### src/rtl/gamepad_poll_ctrl.sv
// gamepad_poll_ctrl: latches and serially polls two gamepads, publishing decoded button states per frame
module gamepad_poll_ctrl #(
  parameter int CLK_DIV  = 4,
  parameter int PAD_BITS = 12
) (
  input  logic                clk,
  input  logic                rst_n,
  input  logic                enable,
  input  logic                poll_now,
  input  logic [15:0]         poll_period,
  output logic                pad_latch,
  output logic                pad_clk,
  input  logic                pad1_data,
  input  logic                pad2_data,
  output logic [PAD_BITS-1:0] pad1_state,
  output logic [PAD_BITS-1:0] pad2_state,
  output logic [1:0]          pad_present,
  output logic                frame_valid,
  output logic                state_changed,
  output logic                busy
);
  localparam int BCW = $clog2(PAD_BITS + 1);
  typedef enum logic [2:0] {IDLE, LATCH, GAP, CLK_LO, CLK_HI, DONE, WAIT} state_t;
  state_t state, state_n;
  logic [7:0] pre;
  logic [BCW-1:0] bit_cnt;
  logic [15:0] wait_cnt, period_q;
  logic [1:0] sync1, sync2;
  logic [PAD_BITS-1:0] shift1, shift2;
  logic pending, tick, last_bit, wait_done;
  assign tick      = pre == 8'(CLK_DIV - 1);
  assign last_bit  = bit_cnt == BCW'(PAD_BITS - 1);
  assign wait_done = period_q == 16'd0 || (tick && wait_cnt + 16'd1 == period_q);
  assign busy      = state != IDLE && state != WAIT;
  // State register
  always_ff @(posedge clk or negedge rst_n) begin
    if (!rst_n) state <= IDLE;
    else state <= state_n;
  end
  // Next-state logic: every timed phase advances on a prescaler tick, DONE lasts one system cycle
  always_comb begin
    state_n = state;
    case (state)
      IDLE:    state_n = (enable || poll_now || pending) ? LATCH : IDLE;
      LATCH:   state_n = tick ? GAP : LATCH;
      GAP:     state_n = tick ? CLK_LO : GAP;
      CLK_LO:  state_n = tick ? CLK_HI : CLK_LO;
      CLK_HI:  state_n = !tick ? CLK_HI : last_bit ? DONE : CLK_LO;
      DONE:    state_n = WAIT;
      WAIT:    state_n = wait_done ? IDLE : WAIT;
      default: state_n = IDLE;
    endcase
  end
  // Prescaler, bit/wait counters, request merging and pad data capture
  // The prescaler is held at zero in IDLE so each frame starts on a fresh tick, and in DONE so
  // that the inter-frame wait spans exactly poll_period full ticks.
  always_ff @(posedge clk or negedge rst_n) begin
    if (!rst_n) begin
      pre      <= '0;
      bit_cnt  <= '0;
      wait_cnt <= '0;
      period_q <= '0;
      pending  <= 1'b0;
      sync1    <= '0;
      sync2    <= '0;
      shift1   <= '0;
      shift2   <= '0;
    end else begin
      pre      <= (state == IDLE || state == DONE || tick) ? '0 : pre + 8'd1;
      bit_cnt  <= state == GAP ? '0 : (state == CLK_HI && tick && !last_bit) ? bit_cnt + BCW'(1) : bit_cnt;
      wait_cnt <= state != WAIT ? '0 : tick ? wait_cnt + 16'd1 : wait_cnt;
      period_q <= state == DONE ? poll_period : period_q;
      pending  <= state == IDLE ? 1'b0 : pending || poll_now;
      sync1    <= {sync1[0], pad1_data};
      sync2    <= {sync2[0], pad2_data};
      if (state == CLK_LO && tick) begin
        shift1 <= {shift1[PAD_BITS-2:0], sync1[1]};
        shift2 <= {shift2[PAD_BITS-2:0], sync2[1]};
      end
    end
  end
  // Registered pad strobes and frame results, loaded as the FSM enters DONE so they align with frame_valid
  always_ff @(posedge clk or negedge rst_n) begin
    if (!rst_n) begin
      pad_latch     <= 1'b0;
      pad_clk       <= 1'b0;
      frame_valid   <= 1'b0;
      state_changed <= 1'b0;
      pad1_state    <= '0;
      pad2_state    <= '0;
      pad_present   <= '0;
    end else begin
      pad_latch     <= state_n == LATCH;
      pad_clk       <= state_n == CLK_HI;
      frame_valid   <= state_n == DONE;
      state_changed <= state_n == DONE && (~shift1 != pad1_state || ~shift2 != pad2_state);
      if (state_n == DONE) begin
        pad1_state  <= ~shift1;
        pad2_state  <= ~shift2;
        pad_present <= {|shift2, |shift1};
      end
    end
  end
endmodule

### config.mk
export PLATFORM = sky130hd
export DESIGN_NAME = gamepad_poll_ctrl
export DESIGN_NICKNAME = d
export VERILOG_FILES = /design/src/rtl/gamepad_poll_ctrl.sv
export SDC_FILE = /design/constraint.sdc
export NUM_CORES = 1
export LEC_CHECK = 0
export ABC_AREA = 0
export CAP_MARGIN = 15
export CORE_MARGIN = 1.5
export CORE_UTILIZATION = 41
export CTS_CLUSTER_SIZE = 28
export DETAILED_ROUTE_END_ITERATION = 7
export GPL_ROUTABILITY_DRIVEN = 0
export PLACE_DENSITY = 0.66
export SLEW_MARGIN = 10
export SYNTH_ARGS = -nofsm -noshare
export SYNTH_HDL_FRONTEND = slang
export SYNTH_SLANG_ARGS = --single-unit
### constraint.sdc
create_clock -name clk -period 2.22 [get_ports clk]
set_clock_uncertainty 0.05 [all_clocks]
set_input_delay 0.333 -clock clk [delete_from_list [all_inputs] [get_ports clk]]
set_output_delay 0.333 -clock clk [all_outputs]
set_load 0.05 [all_outputs]
==> metrics.md, run 1 <==
| Metric | Value |
|---|---|
| Outcome | finished clean |
| # fillers | between 1,000 and 1,500 |
| Kind of critical path | flop to flop |
| Final Setup Violations | 0 |
| Synth cell types | 51 |
| Die Footprint | between 10,000 and 15,000 sq um |
| Fin worst setup slack | 0.0574 ns |
| Commonest non-fill, non-tap cells in the layout | dfrtp_1 (99), clkdlybuf4s50_1 (50), xor2_1 (46) |
| Synth Register Bits | 106 |
| P per Cell Area | between 900 and 1000 nW/um^2 |
| Num ports | 53 |
| Root Driver | clkbuf_16 |
| CORE AREA | 12,000 sq um |
| Syn Inst Count | roughly 450 |
| Final period util | between 90 and 100% |
| Crit end category | flop |
| Leakage | roughly 2.9 nW |
| Post-placement cell count | roughly 650 |
| H-tree Lvls | 3 |
| Total negative setup slack | 0 ns |
| Die Ht | about 110 microns |
| ANT nets after route | 0 |
| CTS Buf Count | 9 |
| Worst slew margin | just over 60% |
| Grt ovf | 0 |
| Synthesized area | 4990 sq um |
| Final period demand of the worst path | roughly 2.2 ns |
| DRT iter0 DRCs | 229 |
| Synth-to-Final Area Change | 25.1% |
| Worst Path Required | approximately 2.4 ns |
| DRT Pass-1 Iters | 4 |
| Worst hold margin | 0.303 ns |
| HP Class | flop to flop |
| Crit start category | flop |
| Fmax | 0.462 GHz |
| CP max stage cell | or4_1 |
| Max-slew violations | 0 |
| Largest net degree at the start of global routing | 55 |
| Reg clk slew, reported paths | 0.07 ns |
| HPWL after DPL | 7.14 mm |
| DR vias/cell | between 5 and 6 |
| RSZ-0062 raised after global routing | true |
| Final net count | about 550 |
| YS warnings | 0 |
| Post-synth EDFFs | 0 |
| Layout cells sized above 1 | just over 20% |
| Syn avg cell area | 11.0 sq um |
| First-pass GRT wire length | roughly 17 mm |
| Vias in the first global route | 3,593 |
| Seq/Total Area, Yosys | a little over half |
| Arr. time, crit path | approximately 2.4 ns |
| Die extent in x | between 100 and 150 microns |
| Max rail drop VDD | about 580 uV |
| Max cap viols | 0 |
| Setup WS pre-CTS | about 0.05 ns |
| Number of buffers added on ports | 52 |
| Synth Flop Type | dfrtp_1 |
| Worst-margin pin slew | between 0.5 and 0.6 ns |
| Clock sink total | between 100 and 150 |
| Antenna violations before repair | 0 |
| Clock Path Buffers | 2 |
| Cell Rows | 40 |
| Post-route DRC | 0 |
| Commonest non-fill, non-tap cell in the layout | dfrtp_1 |
| Final WL | 10.3 mm |
| Placed cell area | approximately 5800 sq um |
| Avg WL per Cell | between 15 and 20 microns |
| Clk Latency, worst-skew pair | between 0.3 and 0.4 ns |
| CTS tree | done |
| GRT Total Usage | 17.3% |
| CP Cell Sequence | and4_4, nand2_2, or4_1, a211o_1, o41ai_4, nand2_1 |
| Worst path max stage delay | roughly 0.49 ns |
| Ant diodes | 0 |
| Area occupied by multi-input gates | roughly 2300 sq um |
| Final Cell Area | roughly 6200 sq um |
| Count of final hold-check violations | 0 |
| Ys async rst share | 100% |
| Starting Density | 41.7% |
| Fin cells | 680 |
| Critical Path Fanout Max | 5 |
| Vias | ~3,600 |
| Storage cell area | ~2700 sq um |
| Syn_nets | about 480 |
==> final timing paths <==
| path | from | to | slack, ns | depth (start not counted) |
|---|---|---|---|---|
| max | wait_cnt[0] | state[2] | 0.06 | 6 |
| min | sync2[0] | sync2[1] | 0.30 | 0 |
| max reg2reg | wait_cnt[0] | state[2] | 0.06 | 6 |
| min reg2reg | sync2[0] | sync2[1] | 0.30 | 0 |
| max in group asynchronous | rst_n | wait_cnt[5] | 1.11 | 3 |
| min in group asynchronous | rst_n | pad2_state[4] | 0.42 | 2 |
==> power breakdown <==
part	total, mW	internal [mW]	switching (mW)
Clock	1.78	1.01	0.773
Combinational	1.43	0.703	0.731
Sequential	2.56	2.22	0.341
==> worst max-delay path: cells and delay by family, from the launching register on <==
family / cells / cell delay [ns]
AOI/OAI and AO/OA: 2 / 0.66
DFF: 1 / 0.42
and+or+nand+nor: 4 / 0.92
==> final cells by class <==
class / instances / area share, %
multi-input cells: 326 / 36.4
repair buffers: 82 / 12.5
flip-flops and latches: 106 / 42.6
well taps: 147 / 2.94
inverters: 3 / 0.180
clock inverters: 7 / 1.80
clock buffers: 9 / 3.61
==> stage by stage <==
step,utilization [%],power (mW)
6_report,52.2,5.78
4_1_cts,51.2,5.81
5_1_grt,52.2,6.12
3_5_place_dp,48.3,4.01
2_1_floorplan,-,3.56
3_3_place_gp,48.3,3.96
==> flip-flops by register name, indices dropped and copies added, names as in the netlist, 2 cells and up <==
name,cells
pad_present,2
pad2_state,12
sync2,2
period_q,16
shift1,12
sync1,2
state,3
shift2,12
pre,8
wait_cnt,16
bit_cnt,4
pad1_state,12
==> cells by family after synthesis <==
| group | synth area share, % |
|---|---|
| AOI/OAI and AO/OA | 8.07 |
| DFF | 53.1 |
| xor gates and xnor gates | 10.7 |
| and+or+nand+nor | 15.7 |
| muxes | 9.62 |
| adders and majority gates | 0.752 |
| buffers and inverters | 2.08 |
==> Yosys cell counts, types with 7 or more instances <==
master | instances | share of area [%]
nand4_1 | 12 | 1.5
nor2_1 | 33 | 2.5
xor2_1 | 47 | 8.2
xnor2_1 | 14 | 2.5
o21ai_0 | 10 | 1.0
dfrtp_1 | 106 | 53
nor4_1 | 15 | 1.9
clkbuf_1 | 16 | 1.2
nand3_1 | 13 | 1.3
nand2_1 | 39 | 2.9
nor3_1 | 7 | 0.70
o21ai_1 | 25 | 2.5
a21oi_1 | 11 | 1.1
mux2_2 | 40 | 9.0
==> metal layers <==
metal  GRT usage [%]  routed length (microns)  vias up
met1            22.4                     4740     1795
met5               0                        0        -
li1                -                        -     1762
met2            28.8                     5110       63
met3            3.37                      301       16
met4            6.50                      179        0
==> timing repair <==
item | CTS | global route
resized for setup | 0 | 15
hold buffers | 1 | 0
buffers inserted | 0 | 10
endpoints found under the setup margin | 0 | 5
hold endpoints to repair | 34 | 0
Power figures use the tool's default switching activity.
==> run 2, diff against run 1 <==
--- a/config.mk
+++ b/config.mk
@@ -12,7 +12,7 @@
 export CTS_CLUSTER_SIZE = 28
 export DETAILED_ROUTE_END_ITERATION = 7
 export GPL_ROUTABILITY_DRIVEN = 0
-export PLACE_DENSITY = 0.66
+export PLACE_DENSITY = 0.64
 export SLEW_MARGIN = 10
 export SYNTH_ARGS = -nofsm -noshare
 export SYNTH_HDL_FRONTEND = slang
==> constraint.sdc (replaced) <==
create_clock -name clk -period 2.2 [get_ports clk]
set_clock_uncertainty 0.05 [all_clocks]
set_input_delay 0.33 -clock clk [delete_from_list [all_inputs] [get_ports clk]]
set_output_delay 0.33 -clock clk [all_outputs]
set_load 0.05 [all_outputs]
==> run 2 against run 1 <==
Against the previous run: final cell count up 0.15%; flip-flop and latch count did not move; cell area grew 0.30%; worst setup slack better by 0.028 ns; clock power shrank 11%; via count rose by 0.88%; total power fell by 0.20%; die area is the same; critical endpoint is now shift1[9]; highest routed layer unchanged.
==> metrics.md, run 2 (synthesized netlist as in run 1, its figures left out) <==
| Metric | Value |
|---|---|
| Worst Path Required | 2.37 ns (was 2.41 ns) |
| Crit start category | flop (unchanged) |
| CORE AREA | 12,000 sq um (unchanged) |
| Antenna violations before repair | 0 (unchanged) |
| P per Cell Area | 921 nW/um^2 (was 925 nW/um^2) |
| Start point of the critical path | pre[0] (was wait_cnt[0]) |
| Die extent in x | 113 microns (unchanged) |
| M2 GR Usage | 27.6% (was 28.8%) |
| Clock sink total | 106 (unchanged) |
| Starting Density | 41.7% (unchanged) |
| GRT Total Usage | 17.0% (was 17.3%) |
| Setup WS pre-CTS | 0.0639 ns (was 0.0498 ns) |
| Arr. time, crit path | 2.29 ns (was 2.35 ns) |
| Final period demand of the worst path | 2.11 ns (was 2.16 ns) |
| Cell Rows | 40 (unchanged) |
| Grt met1 use | 22.9% (was 22.4%) |
| Fmax | 0.473 GHz (was 0.462 GHz) |
| Max cap viols | 0 (unchanged) |
| Post-placement cell count | 660 (was 653) |
| CP Cell Sequence | ha_1, and3_4, buf_4, buf_12, nand4b_1, buf_4, mux2_2 (was and4_4, nand2_2, or4_1, a211o_1, o41ai_4, nand2_1) |
| Fin worst setup slack | 0.0851 ns (was 0.0574 ns) |
| CTS Buf Count | 9 (unchanged) |
| Hold Path Cell Cnt | 0 (unchanged) |
| CP max stage cell | dfrtp_1 (was or4_1) |
| Largest net degree at the start of global routing | 55 (unchanged) |
| Kind of critical path | flop to flop (unchanged) |
| Die Ht | 113 microns (unchanged) |
| Final net count | 556 (was 553) |
| Grt ovf | 0 (unchanged) |
| Max-slew violations | 0 (unchanged) |
| ANT nets after route | 0 (unchanged) |
| Fin cells | 681 (was 680) |
| Worst-margin pin slew | 0.535 ns (was 0.579 ns) |
| Synth-to-Final Area Change | 25.5% (was 25.1%) |
| Post-route DRC | 0 (unchanged) |
| Final Setup Violations | 0 (unchanged) |
| DRT iter0 DRCs | 147 (was 229) |
| Critical Path Fanout Max | 25 (was 5) |
| Ant diodes | 0 (unchanged) |
| R2R Path End | shift1[9] (was state[2]) |
| Reg2Reg Setup Slack | 0.09 ns (was 0.06 ns) |
| Busiest grt layer | met2 (unchanged) |
| First-pass GRT wire length | 17.3 mm (was 17.4 mm) |
| Outcome | finished clean (unchanged) |
| Worst hold endpoint | sync1[1] (was sync2[1]) |
| DR vias/cell | 5.39 (was 5.35) |
| Final WL | 10.5 mm (was 10.3 mm) |
| Vias in the first global route | 3,487 (was 3,593) |
| Crit end category | flop (unchanged) |
| Total power | 5.77 mW (was 5.78 mW) |
| Kind of cell adding the most delay to the critical path | buffers and inverters (was simple AND/OR/NAND/NOR gates) |
| RSZ-0062 raised after global routing | true (unchanged) |
| CP bufs+invs | 3 (was 0) |
| Worst slew margin | 64.1% (was 61.2%) |
| HP Class | flop to flop (unchanged) |
| Final period util | 96.1% (was 97.4%) |
| Layout cells sized above 1 | 21.2% (was 20.3%) |
| Reg clk slew, reported paths | 0.07 ns (about the same) |
| R2R depth | 7 (was 6) |
| Clk Latency, worst-skew pair | 0.34 ns (was 0.36 ns) |
| Worst path max stage delay | 0.41 ns (was 0.49 ns) |
| Critical R2R Launch | pre[0] (was wait_cnt[0]) |
| Clock Path Buffers | 2 (unchanged) |
| Count of final hold-check violations | 0 (unchanged) |
| Die Footprint | 12,900 sq um (unchanged) |
| Total negative setup slack | 0 ns (unchanged) |
| Number of buffers added on ports | 52 (unchanged) |
| DRT Pass-1 Iters | 4 (unchanged) |
| CTS tree | done (unchanged) |
| Num ports | 53 (unchanged) |
| Max rail drop VDD | 444 uV (was 580 uV) |
| Commonest non-fill, non-tap cells in the layout | dfrtp_1 (100), clkdlybuf4s50_1 (50), xor2_1 (46) (was dfrtp_1 (99), clkdlybuf4s50_1 (50), xor2_1 (46)) |
| Regs by FF count | period_q: 16 flops, wait_cnt: 16 flops (unchanged) |
| Avg WL per Cell | 15.4 microns (was 15.2 microns) |
| HPWL after DPL | 7.40 mm (was 7.14 mm) |
| Commonest non-fill, non-tap cell in the layout | dfrtp_1 (unchanged) |
| Vias | 3,668 (was 3,636) |
| Met3 Use GR | 3.27% (was 3.37%) |
| Leakage | 2.85 nW (was 2.86 nW) |
| H-tree Lvls | 3 (unchanged) |
| Hold Path Origin | sync1[0] (was sync2[0]) |
| Root Driver | clkbuf_16 (unchanged) |
| Crit path top cell by count | buf_4 |
## run 2: worst max path at each step
stage                end  slack (ns)  cells past startpoint
2_1_floorplan   state[2]        0.11                      6
3_3_place_gp    state[2]        0.08                      8
6_report       shift1[9]        0.09                      7
5_1_grt         state[1]       -0.05                      7
3_5_place_dp    state[2]        0.06                      7
4_1_cts         state[1]        0.01                      7
## run 2: final cells by class
type                       instances  area, sq um
sequential                       106         2660
fill                            1072         5700
tap                              147          184
timing repair buffer              85          803
clock inverter                     5         62.6
clock buffer                       9          225
multi-input combinational        326         2320
inverter                           3         11.3
## run 2: repair_timing
item | 4_1_cts | 5_1_grt
setup buffers | 1 | 5
pin swaps | 2 | 9
hold buffers | 1 | 0
resized for setup | 3 | 17
endpoints found under the setup margin | 2 | 2
hold endpoints to repair | 22 | 0
## run 2: metrics by stage
stage	hold WS (ns)	instance area (sq um)	util (%)
6_report	0.304	6260	52.4
5_1_grt	0.313	6260	52.4
4_1_cts	0.306	6140	51.3
3_5_place_dp	0.223	5830	48.8
3_3_place_gp	0.219	5830	48.8
2_1_floorplan	-0.0156	4990	-
## run 2: power breakdown
group | internal (mW) | total (mW) | switching (mW)
combinational | 0.808 | 1.62 | 0.814
sequential | 2.24 | 2.55 | 0.312
clock | 0.878 | 1.59 | 0.713
total | 3.93 | 5.77 | 1.84
## run 2: worst reg2reg max path, cell delays in order, from the launching register on
cell and delay, ns:
dfrtp_1 0.41, ha_1 0.29, and3_4 0.18, buf_4 0.13, buf_12 0.14, nand4b_1 0.08
buf_4 0.33, mux2_2 0.39
## run 2: metal layers
metal | part of all wire (%) | wire [microns]
met3 | 3.7 | 390
met1 | 46 | 4860
met2 | 48 | 5080
met5 | 0 | 0
met4 | 1.7 | 176
